`src/rtl/reglk_ctrl.sv`:
```
// reglk_ctrl: owns the register-lock word array, sweeps it to the locked value after reset or a soft
// reset, and arbitrates firmware/JTAG lock writes. Define REGLK_AUDIT_EN to add denial audit outputs.
module reglk_ctrl #(
  parameter int                NUM_REGS = 6,
  parameter int                DATA_W   = 32,
  parameter logic [DATA_W-1:0] INIT_VAL = {DATA_W{1'b1}},
  localparam int               IDX_W    = (NUM_REGS > 1) ? $clog2(NUM_REGS) : 1
) (
  input  logic                              clk_i,
  input  logic                              rst_i,
  input  logic                              soft_rst_i,
  input  logic                              boot_done_i,
  input  logic                              jtag_unlock_i,
  input  logic                              fw_req_i,
  input  logic [IDX_W-1:0]                  fw_idx_i,
  input  logic [DATA_W-1:0]                 fw_wdata_i,
  output logic                              fw_gnt_o,
  input  logic                              dbg_req_i,
  input  logic [IDX_W-1:0]                  dbg_idx_i,
  input  logic [DATA_W-1:0]                 dbg_wdata_i,
  output logic                              dbg_gnt_o,
  output logic                              deny_o,
  output logic                              init_done_o,
  output logic [NUM_REGS-1:0][DATA_W-1:0]   reglk_mem_o
`ifdef REGLK_AUDIT_EN
  ,
  output logic [15:0]                       deny_cnt_o,
  output logic [IDX_W-1:0]                  last_deny_idx_o
`endif
);

  localparam logic [IDX_W-1:0] LAST_IDX = IDX_W'(NUM_REGS - 1);

  typedef enum logic {
    ST_INIT = 1'b0,
    ST_RUN  = 1'b1
  } state_t;

  state_t                            r_state;
  state_t                            w_state_nxt;
  logic [IDX_W-1:0]                  r_cnt;
  logic [IDX_W-1:0]                  w_cnt_nxt;
  logic [NUM_REGS-1:0][DATA_W-1:0]   r_mem;
  logic                              r_sealed;
  logic                              r_rr_dbg;
  logic                              r_fw_gnt;
  logic                              r_dbg_gnt;
  logic                              r_deny;
  logic                              r_init_done;
  logic                              w_fw_elig;
  logic                              w_dbg_elig;
  logic                              w_fw_win;
  logic                              w_dbg_win;
  logic                              w_ok;
  logic                              w_we;
  logic                              w_deny;
  logic [IDX_W-1:0]                  w_widx;
  logic [DATA_W-1:0]                 w_wdata;

  function automatic logic idx_in_range(input logic [IDX_W-1:0] idx);
    return (idx <= LAST_IDX);
  endfunction

  // State and sweep-counter registers
  always_ff @(posedge clk_i or posedge rst_i) begin
    if (rst_i) begin
      r_state <= ST_INIT;
      r_cnt   <= '0;
    end else begin
      r_state <= w_state_nxt;
      r_cnt   <= w_cnt_nxt;
    end
  end

  // Next-state, sweep progress and arbitration winner
  always_comb begin
    w_state_nxt = r_state;
    w_cnt_nxt   = r_cnt;
    w_fw_win    = 1'b0;
    w_dbg_win   = 1'b0;
    // A requester whose grant is showing this cycle is still holding req; ignore it once.
    w_fw_elig   = fw_req_i & ~r_fw_gnt;
    w_dbg_elig  = dbg_req_i & ~r_dbg_gnt;
    case (r_state)
      ST_INIT: begin
        if (soft_rst_i) begin
          w_cnt_nxt = '0;
        end else if (r_cnt == LAST_IDX) begin
          w_state_nxt = ST_RUN;
          w_cnt_nxt   = '0;
        end else begin
          w_cnt_nxt = r_cnt + IDX_W'(1);
        end
      end
      ST_RUN: begin
        if (soft_rst_i) begin
          w_state_nxt = ST_INIT;
          w_cnt_nxt   = '0;
        end else if (w_fw_elig && w_dbg_elig) begin
          w_fw_win  = ~r_rr_dbg;
          w_dbg_win = r_rr_dbg;
        end else begin
          w_fw_win  = w_fw_elig;
          w_dbg_win = w_dbg_elig;
        end
      end
      default: begin
        w_state_nxt = ST_INIT;
        w_cnt_nxt   = '0;
      end
    endcase
  end

  // Write source selection and permission check for the winner
  always_comb begin
    w_widx  = fw_idx_i;
    w_wdata = fw_wdata_i;
    w_ok    = 1'b0;
    if (w_dbg_win) begin
      w_widx  = dbg_idx_i;
      w_wdata = dbg_wdata_i;
      w_ok    = jtag_unlock_i & idx_in_range(dbg_idx_i);
    end else if (w_fw_win) begin
      w_ok    = ~r_sealed & idx_in_range(fw_idx_i);
    end else begin
      w_ok    = 1'b0;
    end
    w_we   = (w_fw_win | w_dbg_win) & w_ok;
    w_deny = (w_fw_win | w_dbg_win) & ~w_ok;
  end

  // Lock word array: reset/sweep to INIT_VAL, otherwise permitted full-word writes
  always_ff @(posedge clk_i or posedge rst_i) begin
    if (rst_i) begin
      r_mem <= {NUM_REGS{INIT_VAL}};
    end else begin
      for (int i = 0; i < NUM_REGS; i++) begin
        if (r_state == ST_INIT) begin
          if (r_cnt == IDX_W'(i)) begin
            r_mem[i] <= INIT_VAL;
          end
        end else if (w_we && (w_widx == IDX_W'(i))) begin
          r_mem[i] <= w_wdata;
        end
      end
    end
  end

  // Sticky firmware seal; a request in the rising cycle still sees the old value
  always_ff @(posedge clk_i or posedge rst_i) begin
    if (rst_i) begin
      r_sealed <= 1'b0;
    end else if (boot_done_i) begin
      r_sealed <= 1'b1;
    end
  end

  // Round-robin pointer: preference moves to the requester that was not just served
  always_ff @(posedge clk_i or posedge rst_i) begin
    if (rst_i) begin
      r_rr_dbg <= 1'b0;
    end else if (w_fw_win) begin
      r_rr_dbg <= 1'b1;
    end else if (w_dbg_win) begin
      r_rr_dbg <= 1'b0;
    end
  end

  // Registered grant, deny and init-done outputs
  always_ff @(posedge clk_i or posedge rst_i) begin
    if (rst_i) begin
      r_fw_gnt    <= 1'b0;
      r_dbg_gnt   <= 1'b0;
      r_deny      <= 1'b0;
      r_init_done <= 1'b0;
    end else begin
      r_fw_gnt    <= w_fw_win;
      r_dbg_gnt   <= w_dbg_win;
      r_deny      <= w_deny;
      r_init_done <= (w_state_nxt == ST_RUN);
    end
  end

  assign fw_gnt_o    = r_fw_gnt;
  assign dbg_gnt_o   = r_dbg_gnt;
  assign deny_o      = r_deny;
  assign init_done_o = r_init_done;
  assign reglk_mem_o = r_mem;

`ifdef REGLK_AUDIT_EN
  logic [15:0]      r_deny_cnt;
  logic [IDX_W-1:0] r_last_deny_idx;

  // Denial audit: saturating count and last denied index, cleared only by rst_i
  always_ff @(posedge clk_i or posedge rst_i) begin
    if (rst_i) begin
      r_deny_cnt      <= 16'h0000;
      r_last_deny_idx <= '0;
    end else if (w_deny) begin
      if (r_deny_cnt != 16'hFFFF) begin
        r_deny_cnt <= r_deny_cnt + 16'h0001;
      end
      r_last_deny_idx <= w_widx;
    end
  end

  assign deny_cnt_o      = r_deny_cnt;
  assign last_deny_idx_o = r_last_deny_idx;
`endif

  reglk_ctrl_chk u_chk (
    .clk_i       (clk_i),
    .rst_i       (rst_i),
    .fw_gnt_i    (r_fw_gnt),
    .dbg_gnt_i   (r_dbg_gnt),
    .deny_i      (r_deny),
    .init_done_i (r_init_done)
  );

endmodule

// Protocol checker for reglk_ctrl outputs.
module reglk_ctrl_chk (
  input logic clk_i,
  input logic rst_i,
  input logic fw_gnt_i,
  input logic dbg_gnt_i,
  input logic deny_i,
  input logic init_done_i
);

  a_one_grant: assert property (@(posedge clk_i) disable iff (rst_i) !(fw_gnt_i && dbg_gnt_i));
  a_deny_with_gnt: assert property (@(posedge clk_i) disable iff (rst_i) deny_i |-> (fw_gnt_i || dbg_gnt_i));
  a_gnt_in_run: assert property (@(posedge clk_i) disable iff (rst_i) (fw_gnt_i || dbg_gnt_i) |-> init_done_i);

endmodule

```
`config.mk`:
```
export PLATFORM = sky130hd
export DESIGN_NAME = reglk_ctrl
export DESIGN_NICKNAME = d
export VERILOG_FILES = /design/src/rtl/reglk_ctrl.sv
export SDC_FILE = /design/constraint.sdc
export NUM_CORES = 1
export LEC_CHECK = 0
export CORE_MARGIN = 1
export CORE_UTILIZATION = 47
export CTS_CLUSTER_DIAMETER = 150
export CTS_CLUSTER_SIZE = 16
export DETAILED_ROUTE_END_ITERATION = 16
export GPL_TIMING_DRIVEN = 0
export PLACE_DENSITY = 0.89
export RECOVER_POWER = 50
export SETUP_SLACK_MARGIN = 0.4
export SLEW_MARGIN = 0
export SYNTH_ARGS = -nofsm -noshare
export SYNTH_HDL_FRONTEND = slang
export SYNTH_SLANG_ARGS = --single-unit
```
`constraint.sdc`:
```
create_clock -name clk_i -period 8.2 [get_ports clk_i]
set_input_delay 0.82 -clock clk_i [delete_from_list [all_inputs] [get_ports clk_i]]
set_output_delay 0.82 -clock clk_i [all_outputs]
set_load 0.02 [all_outputs]
```
==> results of run 1 <==
[per-layer routing]
metal | track usage | up-vias | part of all wire
met4 | 0.107 | 2 | 0.034
met5 | 0 | - | 0.00045
li1 | - | 3361 | -
met2 | 0.493 | 342 | 0.49
met3 | 0.0821 | 66 | 0.091
met1 | 0.362 | 3711 | 0.39
[state kept, by name (all words and copies together) (netlist names)]
register	count
dbg_gnt_o	1
deny_o	1
fw_gnt_o	1
init_done_o	1
r_cnt	3
r_rr_dbg	1
r_sealed	1
reglk_mem_o	192
[power by group]
group / switching (uW) / internal [uW]
sequential: 6.07 / 1000
clock: 346 / 371
combinational: 82.9 / 53.0
total: 435 / 1420
[final timing paths]
path / startpoint / to / slack, ns
worst min-delay path: r_sealed / r_sealed / 0.52
worst min register to register: r_sealed / r_sealed / 0.52
min in group asynchronous: rst_i / r_rr_dbg / 2.12
worst max-delay path: rst_i / deny_o / 4.19
max in group clk_i: soft_rst_i / reglk_mem_o[146] / 4.71
worst max register to register: init_done_o / reglk_mem_o[146] / 5.24
[area by class of cell]
class / count / area [um2]
inverter: 5 / 20.0
clock inverter: 1 / 8.76
multi-input combinational: 536 / 3290
sequential: 201 / 5270
timing repair buffer: 275 / 2770
antenna: 2 / 5.00
buffer: 87 / 400
tap: 234 / 293
fill: 1397 / 6220
clock buffer: 18 / 429
[cells by family after synthesis]
group,synth area share
flip-flops,0.587
adder cells (fa/ha/maj),0.00139
multiplexers,0.146
XOR/XNOR,0.000976
buffers and inverters,0.0469
AND/OR/NAND/NOR,0.164
AO/OA/AOI/OAI,0.0533
[metrics by stage]
step	total power, uW	utilization
3_5_place_dp	1160	0.644
3_3_place_gp	1150	0.641
4_1_cts	1870	0.668
6_report	1860	0.667
5_1_grt	1920	0.667
2_1_floorplan	1080	-
[cell usage in the layout (no fill, tap or decap), types with 2 or more instances in the layout]
cell type | Yosys | routed
buf_2 | 6 | 5
dlygate4sd3_1 | 0 | 94
nor2_1 | 136 | 136
nand2_1 | 69 | 69
buf_1 | 35 | 35
or4_1 | 2 | 2
inv_1 | 3 | 2
or2_2 | 2 | 2
clkbuf_1 | 34 | 36
nand2b_1 | 3 | 3
clkbuf_16 | 0 | 17
buf_6 | 6 | 6
a2111oi_4 | 2 | 2
dfstp_2 | 192 | 192
clkdlybuf4s50_1 | 0 | 178
buf_4 | 6 | 8
nor2b_1 | 3 | 3
a21oi_1 | 67 | 67
o21ai_0 | 2 | 2
diode_2 | 0 | 2
dfrtp_1 | 9 | 9
and2_1 | 2 | 2
nor3_1 | 67 | 67
nand4b_1 | 2 | 2
mux2i_1 | 131 | 131
and3_1 | 32 | 32
==> impl_metrics.csv, run 1 <==
group,metric,value,unit
logic_synthesis,ys_seq_elements,201,
logic_synthesis,synth_edf_count,0,
critical_path,cp_cell_sequence,"dlygate4sd3_1 > clkinvlp_2",
cells_and_area,layoutNonFillerInstCount,1359,
power_and_ir_drop,cellLeakagePower,0.00500,uW
logic_synthesis,synthFlopType,"dfstp_2",
critical_path,arrival,3.83,ns
floorplanning,rows,50,
logic_synthesis,mappedNetlistArea,0.00897,mm2
sta,rsz0062_at_grt,"no",
critical_path,start_kind,"primary input",
cells_and_area,syn2layout_area_growth,39.2,%
drt,vias,7482,
drt,ant_nets,0,
hold_path,holdPathStages,1,
logic_synthesis,synth_top_cell_by_area,"dfstp_2",
critical_path,crit_fanout,102,
clock_network,clock_latency,0.48,ns
drt,dr.pass1.iters,7,
sta,hold_ws,0.520,ns
clock_network,cts_buffers,16,
floorplanning,initial_core_util,0.480,
cells_and_area,drive_above_1_share,0.215,
clock_network,cts_root_buffer,"clkbuf_16",
logic_synthesis,synth-seq-area-share,0.587,
sta,hold_viol_final,0,
sta,max_freq,249,MHz
clock_network,htree_levels,1,
sta,finClkSkew,0.0140,ns
logic_synthesis,synth_commonest_cells,"192 x dfstp_2, 136 x nor2_1, 131 x mux2i_1",
sta,tightest_slew,4.36,ns
logic_synthesis,synth_top_area_share,0.562,
clock_network,cts_buffer_depth,3,
critical_path,cp.buffers_inverters,2,
logic_synthesis,async_reset_ff_frac,1.00,
hold_path,hold_class,"flip-flop to flip-flop",
logic_synthesis,yosys-top-cells-area,"dfstp_2 56%, mux2i_1 15%, nor2_1 5.7%",
placement,dpl.hpwl,20.6,mm
placement,dp_cells,1338,
job,cap_violations,1,
clock_network,clkTransAtPathRegs,0.06,ns
clock_network,cts_hold_buf,0,
logic_synthesis,synth.avg_cell_area,10.8,um2
status,violations,"max-capacitance violations, max-slew violations",
power_and_ir_drop,power_per_cell_area,149,mW/mm2
critical_path,crit_family,"buffers and inverters",
drt,viasPerCell,5.51,
grt,grt_pass1_wl,43.9,mm
cells_and_area,nets,1200,
placement,routabilityCongestion,0.844,
critical_path,crit_type,"primary input to asynchronous set/reset pin",
critical_path,critPathSlowestCell,"clkinvlp_2",
floorplanning,chipHeight,140,um
drt,wl_per_cell,21.1,um
logic_synthesis,synth_warnings,0,
sta,final.setup.worst_slack,4.19,ns
critical_path,endpoint_kind,"asynchronous set/reset pin",
logic_synthesis,syn_nets,907,
sta,fin_crit_sh,0.489,
sta,drv_slew,102,
clock_network,post-cts-setup-buffers,0,
floorplanning,die_area,0.0196,mm2
sta,relSlewSlack,-1.92,
cells_and_area,fin_area,0.0125,mm2
logic_synthesis,yosysMostFrequentCell,"dfstp_2",
clock_network,cts_tree,"done",
status,outcome,"finished, violations left",
drt,totalWireLength,28.7,mm
drt,drt_first_iter_violations,410,
logic_synthesis,synthCells,829,
critical_path,worst-r2r-cell-count,7,
placement,placed_area,0.0121,mm2
floorplanning,core_area,0.0187,mm2
clock_network,cts_resized,0,
grt,grt_overflow,0,
power_and_ir_drop,irDropWorstVdd,0.104,mV
floorplanning,pin_count,273,
grt,antenna_found_initial,2,
placement,io_buffer_count,272,
sta,setup_tns,0,ns
placement,place_ws,4.39,ns
floorplanning,die_w,140,um
sta,setup_viol,0,
drt,drc,0,
critical_path,worstPathRequired,8.01,ns
sta,timing.final.crit_period,4.01,ns
critical_path,path_depth,2,
grt,first_global_vias,7617,
grt,grt_max_degree,103,
critical_path,slowest_delay,2.43,ns
clock_network,cts.sinks,201,
grt,grtUsageTotal,0.294,
logic_synthesis,yosysUniqueCellTypes,40,
(Power assumes the default switching activity.)
==> run 2: changes to the inputs <==
--- a/config.mk
+++ b/config.mk
@@ -6,12 +6,12 @@
 export NUM_CORES = 1
 export LEC_CHECK = 0
 export CORE_MARGIN = 1
-export CORE_UTILIZATION = 47
+export CORE_UTILIZATION = 43
 export CTS_CLUSTER_DIAMETER = 150
 export CTS_CLUSTER_SIZE = 16
 export DETAILED_ROUTE_END_ITERATION = 16
 export GPL_TIMING_DRIVEN = 0
-export PLACE_DENSITY = 0.89
+export PLACE_DENSITY = 0.86
 export RECOVER_POWER = 50
 export SETUP_SLACK_MARGIN = 0.4
 export SLEW_MARGIN = 0
==> constraint.sdc (replaced) <==
create_clock -name clk_i -period 3.3 [get_ports clk_i]
set_input_delay 0.33 -clock clk_i [delete_from_list [all_inputs] [get_ports clk_i]]
set_output_delay 0.33 -clock clk_i [all_outputs]
set_load 0.02 [all_outputs]
==> impl_metrics.csv, run 2 (synthesis results as in run 1) <==
group,metric,value,unit
floorplanning,die_area,0.0214,mm2
floorplanning,core_area,0.0204,mm2
critical_path,arrival,3.21,ns
placement,dp_cells,1377,
critical_path,crit_type,"flip-flop to flip-flop",
grt,first_global_vias,7732,
power_and_ir_drop,p_comb_frac,0.073,
cells_and_area,drive_above_1_share,0.219,
critical_path,endpoint_kind,"flip-flop",
sta,setup_tns,0,ns
drt,viasPerCell,5.31,
cells_and_area,final_cell_mix,"192 x dfstp_2, 180 x clkdlybuf4s50_1, 136 x nor2_1, 131 x mux2i_1, 92 x dlygate4sd3_1",
status,violations,"max-capacitance violations, max-slew violations",
status,outcome,"finished, violations left",
drt,drt_first_iter_violations,377,
critical_path,slowest_delay,0.66,ns
power_and_ir_drop,p_int,3540,uW
clock_network,cts_buffer_depth,3,
sta,tightest_slew,1.86,ns
sta,drv_slew,40,
cells_and_area,largest_reg_flops,192,
sta,hold_ws,0.430,ns
clock_network,cts_buffers,16,
sta,finClkSkew,0.0105,ns
drt,totalWireLength,28.5,mm
sta,timing.final.crit_period,2.82,ns
cells_and_area,syn2layout_area_growth,40.3,%
sta,rsz0062_at_grt,"no",
grt,antenna_found_initial,1,
grt,grtUsageTotal,0.269,
power_and_ir_drop,pwr-share-clk,0.384,
drt,drc,0,
grt,grt_pass1_wl,44.2,mm
cells_and_area,nets,1207,
power_and_ir_drop,irDropWorstVdd,0.259,mV
critical_path,crit_fanout,10,
clock_network,clkTransAtPathRegs,0.08,ns
placement,routabilityCongestion,0.821,
placement,place_ws,-0.151,ns
placement,dpl.hpwl,21.0,mm
clock_network,cts_tree,"done",
critical_path,cp_cell_sequence,"and4bb_1 > nand2_2 > inv_2 > clkbuf_1 > nand2_1 > and3_1 > buf_1 > mux2i_1",
power_and_ir_drop,power.switching,1060,uW
sta,hold_viol_final,0,
sta,relSlewSlack,-0.245,
cells_and_area,final_common_cell,"dfstp_2",
critical_path,rr_startpoint,"init_done_o",
grt,grt_max_degree,45,
critical_path,worstPathRequired,3.69,ns
hold_path,min_from,"boot_done_i",
cells_and_area,layoutNonFillerInstCount,1401,
drt,vias,7434,
clock_network,clock_latency,0.47,ns
grt,grt_overflow,0,
power_and_ir_drop,power_per_cell_area,366,mW/mm2
drt,ant_nets,0,
power_and_ir_drop,cellLeakagePower,0.00505,uW
clock_network,htree_levels,1,
clock_network,cts_hold_buf,0,
sta,setup_viol,0,
clock_network,cts.sinks,201,
critical_path,critPathSlowestCell,"clkbuf_1",
job,cap_violations,1,
power_and_ir_drop,power_switching_share,0.231,
drt,wl_per_cell,20.4,um
clock_network,cts_root_buffer,"clkbuf_16",
floorplanning,rows,52,
sta,max_freq,355,MHz
floorplanning,die_w,146,um
placement,io_buffer_count,272,
critical_path,critical_path.startpoint,"init_done_o",
floorplanning,pin_count,273,
critical_path,start_kind,"flip-flop",
floorplanning,initial_core_util,0.441,
sta,fin_crit_sh,0.854,
drt,dr.pass1.iters,5,
hold_path,hold_class,"primary input to flip-flop",
sta,final.setup.worst_slack,0.483,ns
power_and_ir_drop,seqPwrFrac,0.543,
floorplanning,chipHeight,146,um
-- run 2: cell type report --
cell class                      instances  area (um2)
Inverter                                5        20.0
Timing Repair Buffer                  282        2820
Clock buffer                           18         429
Clock inverter                          1        8.76
Antenna cell                            1        2.50
Buffer                                 87         402
Sequential cell                       201        5270
Multi-Input combinational cell        536        3300
Tap cell                              270         338
Fill cell                            1666        7780
-- run 2: worst paths after layout --
kind                       slack (ns)  cells past startpoint               end
hold reg to reg                  0.50                      1          r_sealed
max in group asynchronous        0.72                      5  reglk_mem_o[175]
min in group asynchronous        0.79                      2          r_sealed
setup reg to reg                 0.48                      8  reglk_mem_o[177]
setup / recovery                 0.48                      8  reglk_mem_o[177]
hold / removal                   0.43                      2          r_sealed
-- run 2: layer usage --
layer	up-vias	global-route usage	share of wire
li1	3377	-	-
met1	3706	0.351	0.42
met2	297	0.445	0.48
met3	54	0.0538	0.065
met4	0	0.0932	0.031
met5	-	0	0
-- run 2: metrics by stage --
stage,util,power [uW],area (um2)
3_3_place_gp,0.591,2850,12000
4_1_cts,0.617,4650,12600
3_5_place_dp,0.596,2880,12100
6_report,0.618,4600,12600
2_1_floorplan,-,2690,8980
5_1_grt,0.618,4770,12600
-- run 2: power groups by stage --
stage	registers, uW	clock network [uW]	logic [uW]
3_3_place_gp	2530	0	320
4_1_cts	2500	1800	341
5_1_grt	2500	1900	367
3_5_place_dp	2540	0	339
2_1_floorplan	2540	0	149
6_report	2500	1770	334
-- run 2: worst max-delay path, delay by kind of cell, from the launching register on --
family	cells	cell delay, ns
buf+inv	3	1.15
simple gates	4	0.81
flops	1	0.53
mux	1	0.22
-- run 2: repair_timing --
| action | 4_1_cts | 5_1_grt |
|---|---|---|
| pin swaps | 2 | 3 |
| buffers inserted | 0 | 4 |
| cloned | 0 | 0 |
| endpoints found under the setup margin | 60 | 84 |
| resized for setup | 0 | 4 |
